===== config.mk =====
export PLATFORM = sky130hd
export DESIGN_NAME = opb_register_bank_ppc2simulink
export DESIGN_NICKNAME = d
export VERILOG_FILES = /design/src/rtl/opb_register_bank_ppc2simulink.sv
export SDC_FILE = /design/constraint.sdc
export NUM_CORES = 1
export LEC_CHECK = 0
export ABC_CLOCK_PERIOD_IN_PS = 3500
export CAP_MARGIN = 30
export CORE_MARGIN = 4
export CORE_UTILIZATION = 40
export DETAILED_ROUTE_END_ITERATION = 8
export HOLD_SLACK_MARGIN = 0.1
export PLACE_DENSITY = 0.67
export SLEW_MARGIN = 20
export SYNTH_ARGS = -nofsm -noshare
export SYNTH_HDL_FRONTEND = slang
export SYNTH_SLANG_ARGS = --single-unit
export TNS_END_PERCENT = 100

===== constraint.sdc =====
create_clock -name OPB_Clk -period 3.5 [get_ports OPB_Clk]
set_input_delay 0.525 -clock OPB_Clk [delete_from_list [all_inputs] [get_ports OPB_Clk]]
set_output_delay 0.525 -clock OPB_Clk [all_outputs]
set_load 0.02 [all_outputs]

===== src/rtl/opb_register_bank_ppc2simulink.sv =====
// OPB slave exposing a bank of 32-bit control registers to the Simulink fabric.
// Each register has a shadow (software view) and an output (fabric view). In
// commit mode, non-pulse registers stage writes in the shadow until software
// commits the whole bank at once.

// One register slot: shadow, fabric-facing output, dirty flag and update strobe.
module opb_reg_slot #(
    parameter bit PULSE  = 1'b0,
    parameter bit COMMIT = 1'b0
) (
    input  logic        clk,
    input  logic        rst_n,
    input  logic        wr_en,
    input  logic        commit,
    input  logic [3:0]  be,        // be[3] selects bits [31:24]
    input  logic [31:0] wdata,
    output logic [31:0] shadow,
    output logic [31:0] data_out,
    output logic        dirty,
    output logic        update
);
    logic [31:0] shadow_q, shadow_d, out_q, out_d, merged;
    logic        dirty_q, dirty_d, upd_q, upd_d;

    // Byte-merge the write, then decide whether the output follows now or waits for commit
    always_comb begin
        merged = shadow_q;
        for (int b = 0; b < 4; b++)
            if (be[b]) merged[b*8 +: 8] = wdata[b*8 +: 8];
        shadow_d = wr_en ? merged : shadow_q;
        out_d    = PULSE ? 32'h0 : out_q;   // pulse outputs fall back to zero after one cycle
        dirty_d  = dirty_q;
        upd_d    = 1'b0;
        if (wr_en) begin
            if (PULSE || !COMMIT) begin
                out_d = merged;
                upd_d = 1'b1;
            end else begin
                dirty_d = 1'b1;
            end
        end else if (commit && !PULSE) begin
            out_d   = shadow_q;
            upd_d   = dirty_q;
            dirty_d = 1'b0;
        end
    end

    // Slot state with synchronous active-low reset
    always_ff @(posedge clk) begin
        if (!rst_n) begin
            shadow_q <= '0;
            out_q    <= '0;
            dirty_q  <= 1'b0;
            upd_q    <= 1'b0;
        end else begin
            shadow_q <= shadow_d;
            out_q    <= out_d;
            dirty_q  <= dirty_d;
            upd_q    <= upd_d;
        end
    end

    assign shadow   = shadow_q;
    assign data_out = out_q;
    assign dirty    = dirty_q;
    assign update   = upd_q;
endmodule

module opb_register_bank_ppc2simulink #(
    parameter logic [31:0] C_BASEADDR    = 32'h01000C00,
    parameter logic [31:0] C_HIGHADDR    = 32'h01000CFF,
    parameter int          C_OPB_AWIDTH  = 32,
    parameter int          C_OPB_DWIDTH  = 32,
    parameter int          C_NUM_REGS    = 8,
    parameter logic [31:0] C_PULSE_MASK  = 32'h0,
    parameter int          C_COMMIT_MODE = 0,
    parameter string       C_FAMILY      = "virtex5"
) (
    input  logic                           OPB_Clk,
    input  logic                           OPB_Rst_n,
    input  logic [0:C_OPB_AWIDTH-1]        OPB_ABus,
    input  logic [0:3]                     OPB_BE,
    input  logic [0:C_OPB_DWIDTH-1]        OPB_DBus,
    input  logic                           OPB_RNW,
    input  logic                           OPB_select,
    input  logic                           OPB_seqAddr,
    output logic [0:C_OPB_DWIDTH-1]        Sl_DBus,
    output logic                           Sl_xferAck,
    output logic                           Sl_errAck,
    output logic                           Sl_retry,
    output logic                           Sl_toutSup,
    output logic [C_NUM_REGS*32-1:0]       user_data_out,
    output logic [C_NUM_REGS-1:0]          user_update
);
    localparam logic [1:0] S_IDLE = 2'd0;
    localparam logic [1:0] S_ACK  = 2'd1;
    localparam logic [1:0] S_HOLD = 2'd2;
    localparam int         IW     = C_OPB_AWIDTH - 2;
    localparam logic [IW-1:0] NREG_IDX = IW'(C_NUM_REGS);
    localparam bit         FAMILY_SET = (C_FAMILY != "");

    logic [31:0] addr, off, wdata, rd_word;
    logic [3:0]  be_user;
    logic [IW-1:0] idx;
    logic        hit, is_status, commit;
    logic [C_NUM_REGS-1:0] reg_hit, wr_en, dirty, update;
    logic [C_NUM_REGS-1:0][31:0] shadow, outs;

    logic [1:0]  state_q, state_d;
    logic        ack_q, ack_d;
    logic [31:0] dbus_q, dbus_d;
    logic        unused_ok;

    // OPB bit 0 is the MSB, so a straight assignment yields the numeric value
    assign addr    = OPB_ABus;
    assign wdata   = OPB_DBus;
    assign be_user = {OPB_BE[0], OPB_BE[1], OPB_BE[2], OPB_BE[3]};
    assign off     = addr - C_BASEADDR;
    assign idx     = off[C_OPB_AWIDTH-1:2];
    assign hit     = (addr >= C_BASEADDR) && (addr <= C_HIGHADDR);
    assign is_status = (idx == NREG_IDX);

    // Decode the register index and build the read word from shadows or the dirty mask
    always_comb begin
        reg_hit = '0;
        rd_word = '0;
        for (int i = 0; i < C_NUM_REGS; i++) begin
            if (idx == IW'(i)) begin
                reg_hit[i] = 1'b1;
                rd_word    = shadow[i];
            end
        end
        if (is_status) rd_word[C_NUM_REGS-1:0] = dirty;
    end

    // Ack FSM: one ack per select, writes and commits take effect on the IDLE->ACK edge
    always_comb begin
        state_d = state_q;
        ack_d   = 1'b0;
        dbus_d  = '0;
        wr_en   = '0;
        commit  = 1'b0;
        case (state_q)
            S_IDLE: begin
                if (OPB_select && hit) begin
                    state_d = S_ACK;
                    ack_d   = 1'b1;
                    if (OPB_RNW) begin
                        dbus_d = rd_word;
                    end else begin
                        wr_en  = reg_hit;
                        commit = (C_COMMIT_MODE != 0) && is_status && be_user[0] && wdata[0];
                    end
                end
            end
            S_ACK:   state_d = S_HOLD;
            S_HOLD:  if (!OPB_select) state_d = S_IDLE;
            default: state_d = S_IDLE;
        endcase
    end

    // FSM and bus-side output registers
    always_ff @(posedge OPB_Clk) begin
        if (!OPB_Rst_n) begin
            state_q <= S_IDLE;
            ack_q   <= 1'b0;
            dbus_q  <= '0;
        end else begin
            state_q <= state_d;
            ack_q   <= ack_d;
            dbus_q  <= dbus_d;
        end
    end

    for (genvar i = 0; i < C_NUM_REGS; i++) begin : g_reg
        opb_reg_slot #(
            .PULSE  (C_PULSE_MASK[i]),
            .COMMIT (C_COMMIT_MODE != 0)
        ) u_slot (
            .clk      (OPB_Clk),
            .rst_n    (OPB_Rst_n),
            .wr_en    (wr_en[i]),
            .commit   (commit),
            .be       (be_user),
            .wdata    (wdata),
            .shadow   (shadow[i]),
            .data_out (outs[i]),
            .dirty    (dirty[i]),
            .update   (update[i])
        );
    end

    assign Sl_DBus       = dbus_q;
    assign Sl_xferAck    = ack_q;
    assign Sl_errAck     = 1'b0;
    assign Sl_retry      = 1'b0;
    assign Sl_toutSup    = 1'b0;
    assign user_data_out = outs;
    assign user_update   = update;
    assign unused_ok     = ^{OPB_seqAddr, off[1:0], FAMILY_SET};
endmodule


=== After elaboration in Yosys (flattened, before gate mapping) ===
Index checks and enable logic that the tools add are counted.

* Flip-flop bits (word level): 555
* Bits of input ports: 73

* Add/sub/neg operators: 1
* $lt $le $gt $ge: 2
* Eq/ne operators: 12
* Mux-type cells: 71
* Bitwise gates (word level): 1
* Reductions and logical operators: 8

{| class="wikitable"
|+ Operators by type and width
! kind !! count
|-
| $mux W32 || 16
|-
| $mux W8 || 35
|-
| $eq A30 B3 Y1 const B || 4
|-
| $eq A30 B2 Y1 const B || 2
|-
| $ge A32 B25 Y1 const B || 1
|-
| $le A32 B25 Y1 const B || 1
|-
| $sub A32 B25 Y32 const B || 1
|-
| $eq A30 B1 Y1 const B || 1
|-
| $eq A30 B4 Y1 const B || 1
|-
| $logic_not A30 Y1 || 1
|-
| $mux W1 || 17
|-
| $pmux W2 S3 || 1
|-
| $mux W2 || 2
|-
| $ne A2 B2 Y1 const B || 2
|-
| $reduce_and A2 Y1 || 2
|-
| $reduce_and A4 Y1 || 1
|-
| $eq A2 B1 Y1 const B || 1
|-
| $eq A2 B2 Y1 const B || 1
|-
| $logic_and A1 B1 Y1 || 2
|-
| $logic_not A2 Y1 || 1
|-
| $reduce_or A2 Y1 || 1
|-
| $not A1 Y1 || 1
|}

=== Longest topological paths before layout ===
* Depth after elaboration: 10
* Mapped depth: 8
* Gate-level depth less buffers: 5

=== Hierarchy ===
A second synthesis with hierarchy kept.

* Cell total of the unflattened synthesis: 2446
* Area total of the unflattened synthesis: 24571.1 um2

{| class="wikitable"
|+ By module, submodules not included
! module !! instances !! cells each !! area an instance (um2)
|-
| opb_reg_slot || 8 || 263 || 2665.1
|-
| opb_register_bank_ppc2simulink || 1 || 342 || 3250.6
|}

=== Worst setup path before layout ===
No wires, ideal clock.

* Path kind: input to register
* Start point: in OPB_ABus[16] (netlist bit)
* End point: reg dbus_q[6] (netlist: Sl_DBus[25])
* Arrival: 2.569 ns
* Slack: 0.780 ns
* Stages: 8
* Buffers on the path: 3
* Path through: or4_1 > clkbuf_1 > o21a_1 > or4_1 > buf_2 > nor3_2 > buf_2 > a221oi_1

* Longest elaborated chain between the ends: 10
* Elaborated cells on any way between the ends: 25
* Classes of those cells: add/sub (1); order compare (2); eq/ne (8); mux (8); bitwise (1); reduce/logical (5)

{| class="wikitable"
|+ RTL lines
! element !! RTL line !! source
|-
| start, declared || 81 || <nowiki>input logic [0:C_OPB_AWIDTH-1] OPB_ABus,</nowiki>
|-
| $sub A32 B25 Y32 || 118 || <nowiki>assign off = addr - C_BASEADDR;</nowiki>
|-
| $logic_not A30 Y1 || 128 || <nowiki>if (idx == IW'(i)) begin</nowiki>
|-
| $mux W32 (8 in series) || 128 ||
|-
| end signal, assigned || 171 || <nowiki>dbus_q <= dbus_d;</nowiki>
|-
| end, declared || 111 || <nowiki>logic [31:0] dbus_q, dbus_d;</nowiki>
|}

Several ways; a longest one is shown, not always the timed one.
A chain may end at the register's enable or synchronous reset.

=== Final worst setup path ===
* Start point: in OPB_ABus[16] (netlist bit)
* End point: reg dbus_q[0] (netlist: Sl_DBus[31])

Same word-level chain as after synthesis.

==> flow_summary.ini <==
[floorplan]
die_area_um2 = 37100
die_w_um = 193
coreArea_um2 = 33600
std_cell_rows = 67
initial_core_util = 0.406
pin_count = 373
fp.dieH_um = 193

[critical_path]
path_class = in -> reg
worstSetupStartpoint = OPB_ABus[16]
crit_chain = clkdlybuf4s50_1 > or4_1 > o21a_1 > or4_2 > buf_4 > a221o_1 > a221oi_1
r2r_start = state_q[0]
crit_required_ns = 3.91
arrival_ns = 3.43
critPathSlowestCell = or4_2
start_kind = input port
cp_max_fo = 14
setup.worst_path.end_class = flop
slowest_delay_ns = 0.79

[sta]
worst_slew_pin_slew_ns = 0.814
hold_violations = 0
period_needed_ns = 3.02
fmax_mhz = 331
grt_setup_unrepaired = no
report.final.slew_viol_count = 0
slew_headroom = 0.457
tns_ns = 0
setup_viol = 0
post-route-period-util = 0.863
finalClockSkew_ns = 0.0135
postLayoutSetupSlackWorst_ns = 0.479

[power]
internal_power_uw = 5680
switching_share = 0.231
p_seq_frac = 0.461
combinationalPowerShare = 0.056
clkPwrFrac = 0.483
vdd_ir_drop_max_mv = 0.341
p_leak_uw = 0.00745
switchingPower_uw = 1710
power_density_nw_per_um2 = 387

[synth]
synthesis.instances = 1436
synth_area_leaders = dfxtp_1 44%, mux2i_1 14%, nand2_1 6.4%
synth_flop_cell = dfxtp_1
synth_top_area_cell = dfxtp_1
synth-seq-cells = 299
synthArstFlopShare = 0
synth_warnings = 0
synth_seq_area_share = 0.439
syn-cell-area_um2 = 13600
ys_types = 50
synth_edf_count = 0
syn_area_per_cell_um2 = 9.49
yosysTopAreaCellShare = 0.439

[final_layout]
nNetsFinal = 1853
drive_gt1_frac = 0.124
final_cell_mix = 362 x clkdlybuf4s50_1, 299 x dfxtp_1, 230 x nand2_1
syn2layout_area_growth_pct = 40.1
postLayoutCoreUtil = 0.568
layout_commonest_cell = clkdlybuf4s50_1

[detailed_routing]
drc = 0
drtPass1Iterations = 7
antenna_left = 0
vias_per_cell = 5.87
drt_iter0_drc = 1152
avgRoutedWirePerCell_um = 24.2
route.vias.total = 13246
drt-total-wl_um = 54700

[clock_tree]
cts_root_buf = clkbuf_16
cts-resized-gates = 0
cts_buffers = 35
clock_latency_ns = 0.51
clk_pin_slew_worst_paths_ns = 0.06
cts_tree = done
htreeDepth = 2
max-clock-path-buffers = 3
post-cts-setup-buffers = 0
hold_buffers = 0
clock-sinks = 299

[global_route]
grt_usage = 0.285
grt-ovfl-total = 0
antenna_found_initial = 6
grt_first_pass_wirelength_um = 81400
grt_pass1_vias = 13089
grt_max_degree = 113

[placement]
hpwlAfterDp_um = 38100
preCtsSetupSlack_ns = 0.0228
io_buffers = 366
routabilityCongestion = 0.883

[status]
status = finished clean

[run]
maxCapViolations = 0

[min_path]
min_path_type = in -> reg
min-delay-start = OPB_Rst_n
critical path, delay by kind of cell:
family	cells	cell delay [ns]
buffers and inverters	2	0.73
AOI/OAI and AO/OA	3	0.81
and+or+nand+nor	2	1.37
synthesized netlist by cell type, types with 7 or more instances:
| cell | number |
|---|---|
| o21ai_0 | 96 |
| a21oi_1 | 64 |
| a221oi_1 | 11 |
| o211ai_1 | 34 |
| inv_1 | 38 |
| buf_2 | 11 |
| mux2i_1 | 193 |
| buf_4 | 13 |
| nand2_1 | 231 |
| nand4_1 | 13 |
| o2111ai_1 | 30 |
| a221oi_2 | 20 |
| nor4_1 | 19 |
| nor2_1 | 17 |
| nand2_2 | 16 |
| nand2b_1 | 7 |
| nor3_1 | 15 |
| a221o_1 | 29 |
| nand3_1 | 98 |
| mux4_2 | 32 |
| clkbuf_1 | 94 |
| dfxtp_1 | 299 |
metrics by stage:
step | cell area [um2] | cells | power, uW | hold WS (ns)
final | 19100 | 2257 | 7390 | 0.409
after global routing | 19100 | 2257 | 7610 | 0.415
after CTS | 19100 | 2253 | 7430 | 0.385
after detailed placement | 18000 | 2191 | 3880 | 0.468
after global placement | 17900 | 2188 | 3880 | 0.459
after floorplan | 13600 | 1438 | 3680 | 0.485
sequential cells by signal, summed over array words and instances (netlist names):
| register | cells |
|---|---|
| Sl_xferAck | 1 |
| g.u_slot.update | 8 |
| g.u_slot.shadow | 128 |
| state_q | 2 |
| g.u_slot.data_out | 128 |
| Sl_DBus | 32 |
routing by layer:
layer	GRT usage	vias to the layer above	share of wire
met5	0	-	0.00049
met4	0.113	4	0.043
met3	0.0709	133	0.094
met2	0.441	689	0.44
met1	0.382	6443	0.42
li1	-	5977	-
layout make-up:
type,count,area (um2)
antenna,4,10.0
clock buffer,55,1090
multi-input combinational,975,7050
clock inverter,7,40.0
tap,448,561
inverter,39,146
fill,2942,14500
sequential,299,5990
timing repair buffer,430,4210
cell families after synthesis:
family	synth area share
flops	0.439
buf+inv	0.0508
compound gates	0.156
simple gates	0.159
xor+xnor	0.000642
mux	0.195
other cells	0.000275
power groups by stage:
stage | clock network, uW | logic [uW] | registers (uW)
final | 3570 | 414 | 3400
after global routing | 3770 | 437 | 3400
after CTS | 3620 | 406 | 3400
after detailed placement | 0 | 405 | 3480
after global placement | 0 | 402 | 3480
after floorplan | 0 | 201 | 3480
path summary, 6_finish.rpt:
check | cells after the start | slack, ns | end
setup reg to reg | 7 | 1.16 | g_reg[7].u_slot.shadow[29]
setup / recovery | 7 | 0.48 | Sl_DBus[31]
hold / removal | 3 | 0.41 | g_reg[3].u_slot.data_out[6]
hold reg to reg | 2 | 0.47 | g_reg[1].u_slot.data_out[27]
Power figures use the tool's default switching activity.
==> edit: new RTL, config.mk and constraints unchanged <==
`C_COMMIT_MODE`: 0 -> 1.
--- a/src/rtl/opb_register_bank_ppc2simulink.sv
+++ b/src/rtl/opb_register_bank_ppc2simulink.sv
@@ -73,7 +73,7 @@
     parameter int          C_OPB_DWIDTH  = 32,
     parameter int          C_NUM_REGS    = 8,
     parameter logic [31:0] C_PULSE_MASK  = 32'h0,
-    parameter int          C_COMMIT_MODE = 0,
+    parameter int          C_COMMIT_MODE = 1,
     parameter string       C_FAMILY      = "virtex5"
 ) (
     input  logic                           OPB_Clk,
Behaviour: not the same (Yosys sat finds a counterexample within 4 cycles, from zero or initial values and one cycle with OPB_Rst_n low).
==> edit against the original RTL <==
Area after synthesis is 75% higher; total power rose by 78%; final area rose by 59%; count of clock-buffer cells in the layout rose by 26; sequential cell count increased by 264; sequential power increased by 89%; worst setup slack improved by 0.24 ns; core utilization is 5.3 points lower; global-route usage is 4.2 points lower; routed wire length grew 47%.
==> edit: results (changes against the original RTL) <==
ys flop type dfxtp_1 (unchanged); Seq/Total Area, Yosys 47.10% (was 43.90%); post-place instance area 0.02849 mm² (was 0.01796 mm²); router iterations before antenna repair 5 (was 7); Worst Path Arrival 3.33 ns (was 3.43 ns); xor/xnor share of the synthesized area 0.03660% (was 0.06424%); DP Wirelength 58,400 µm (was 38,130 µm); routed vias 20.34k (was 13.25k); Post-Synth Adder-Cell Area 0% (unchanged); flop-to-flop setup slack 0.85 ns (was 1.16 ns); clk buf depth 3 (unchanged); Setup crit end g_reg[6].u_slot.data_out[18] (was Sl_DBus[31]); grt met3 use 5.310% (was 7.091%); Final nets 3,066 (was 1,853); Leak 0.01110 µW (was 0.007447 µW); clk_lat worst skew 0.61 ns (was 0.51 ns); actual slew at the worst max-slew pin 1.322 ns (was 0.8138 ns); Compound-Gate Fraction of Synth Area 17.26% (was 15.57%); Synth top cells by count 782 x nand2_1, 563 x dfxtp_1, 284 x a21boi_1 (was 299 x dfxtp_1, 231 x nand2_1, 193 x mux2i_1); H-tree depth 2 (unchanged); critical path capture point type register (unchanged); WL/cell 21.15 µm (was 24.25 µm); top post-synthesis cells by area dfxtp_1 47%, nand2_1 12%, a21boi_1 8.9% (was dfxtp_1 44%, mux2i_1 14%, nand2_1 6.4%); CP top delay family simple AND/OR/NAND/NOR gates (unchanged); Global Route met2 Usage 37.00% (was 44.06%); Reg2Reg Capture Point g_reg[4].u_slot.shadow[6] (was g_reg[7].u_slot.shadow[29]); Initial DRC Count 1,918 (was 1,152); largest net degree at the start of global routing 284 (was 113); Max stage delay cell, worst path or4_1 (was or4_2); postcts setup bufs 0 (unchanged); CP startpoint OPB_ABus[19] (was OPB_ABus[16]); total CTS buffers 59 (was 35); peak per-stage delay on the critical path 0.56 ns (was 0.79 ns); Port-buffer cells 368 (was 366); Worst Clk Skew 0.01259 ns (was 0.01351 ns); total track usage 24.26% (was 28.46%); mux cell area share after synthesis 8.811% (was 19.45%); FF-to-FF Start state_q[0] (unchanged); PostCTS Resize Cnt 0 (unchanged); Cell variety after synth 65 (was 50); Clock Tree Root clkbuf_16 (unchanged); Hold WC Path Type input port to register (unchanged); first-pass GRT wire length 121,100 µm (was 81,400 µm); layout cell share with drive strength beyond 1 8.561% (was 12.35%); status finished, final reports clean (unchanged); Peak supply drop 0.0004088 V (was 0.0003411 V); GP Congestion 0.9027 (was 0.8829); R2R cell count 7 (unchanged); synth warn 0 (unchanged); CP max FO 30 (was 14); met1 Track Usage GR 34.92% (was 38.21%)
-- edit: area by class of cell --
type                            instances  area, µm²
Inverter                               11      41.29
Clock buffer                           81       1712
Multi-Input combinational cell       1889      11430
Antenna cell                            5      12.51
Timing Repair Buffer                  469       4780
Fill cell                            5376      28700
Sequential cell                       563      11270
Clock inverter                         24      220.2
Tap cell                              773      967.2
-- edit: worst min-delay path by stage --
stage | slack, ns | cells past startpoint | start | end
after detailed placement | 0.44 | 2 | g_reg[5].u_slot.data_out[28] | g_reg[5].u_slot.data_out[28]
after global placement | 0.44 | 2 | g_reg[2].u_slot.data_out[15] | g_reg[2].u_slot.data_out[15]
after CTS | 0.24 | 2 | OPB_Rst_n | g_reg[5].u_slot.shadow[9]
final | 0.28 | 2 | OPB_Rst_n | g_reg[5].u_slot.shadow[9]
after global routing | 0.26 | 2 | OPB_Rst_n | g_reg[5].u_slot.shadow[9]
after floorplan | 0.44 | 2 | g_reg[5].u_slot.dirty | g_reg[5].u_slot.dirty
-- edit: metrics by stage --
| step | hold slack (ns) | std cells | total power [µW] | setup slack, ns |
|---|---|---|---|---|
| after floorplan | 0.4391 | 2703 | 6837 | 0.9440 |
| after global placement | 0.4385 | 3705 | 7032 | 0.1061 |
| after detailed placement | 0.4433 | 3705 | 7037 | 0.09962 |
| after CTS | 0.2421 | 3810 | 13250 | 0.7433 |
| after global routing | 0.2565 | 3814 | 13560 | 0.5028 |
| final | 0.2754 | 3815 | 13170 | 0.7140 |
-- edit: report_power, final --
group	switching (µW)	internal, µW
Sequential	0.000000871	6410
Clock	2640	3620
Combinational	285	214
Total	2920	10200
-- edit: per-layer routing --
metal | vias up | wire length, µm
met2 | 722 | 35460
li1 | 9694 | -
met4 | 2 | 1812
met5 | - | 20
met3 | 108 | 6489
met1 | 9814 | 36920
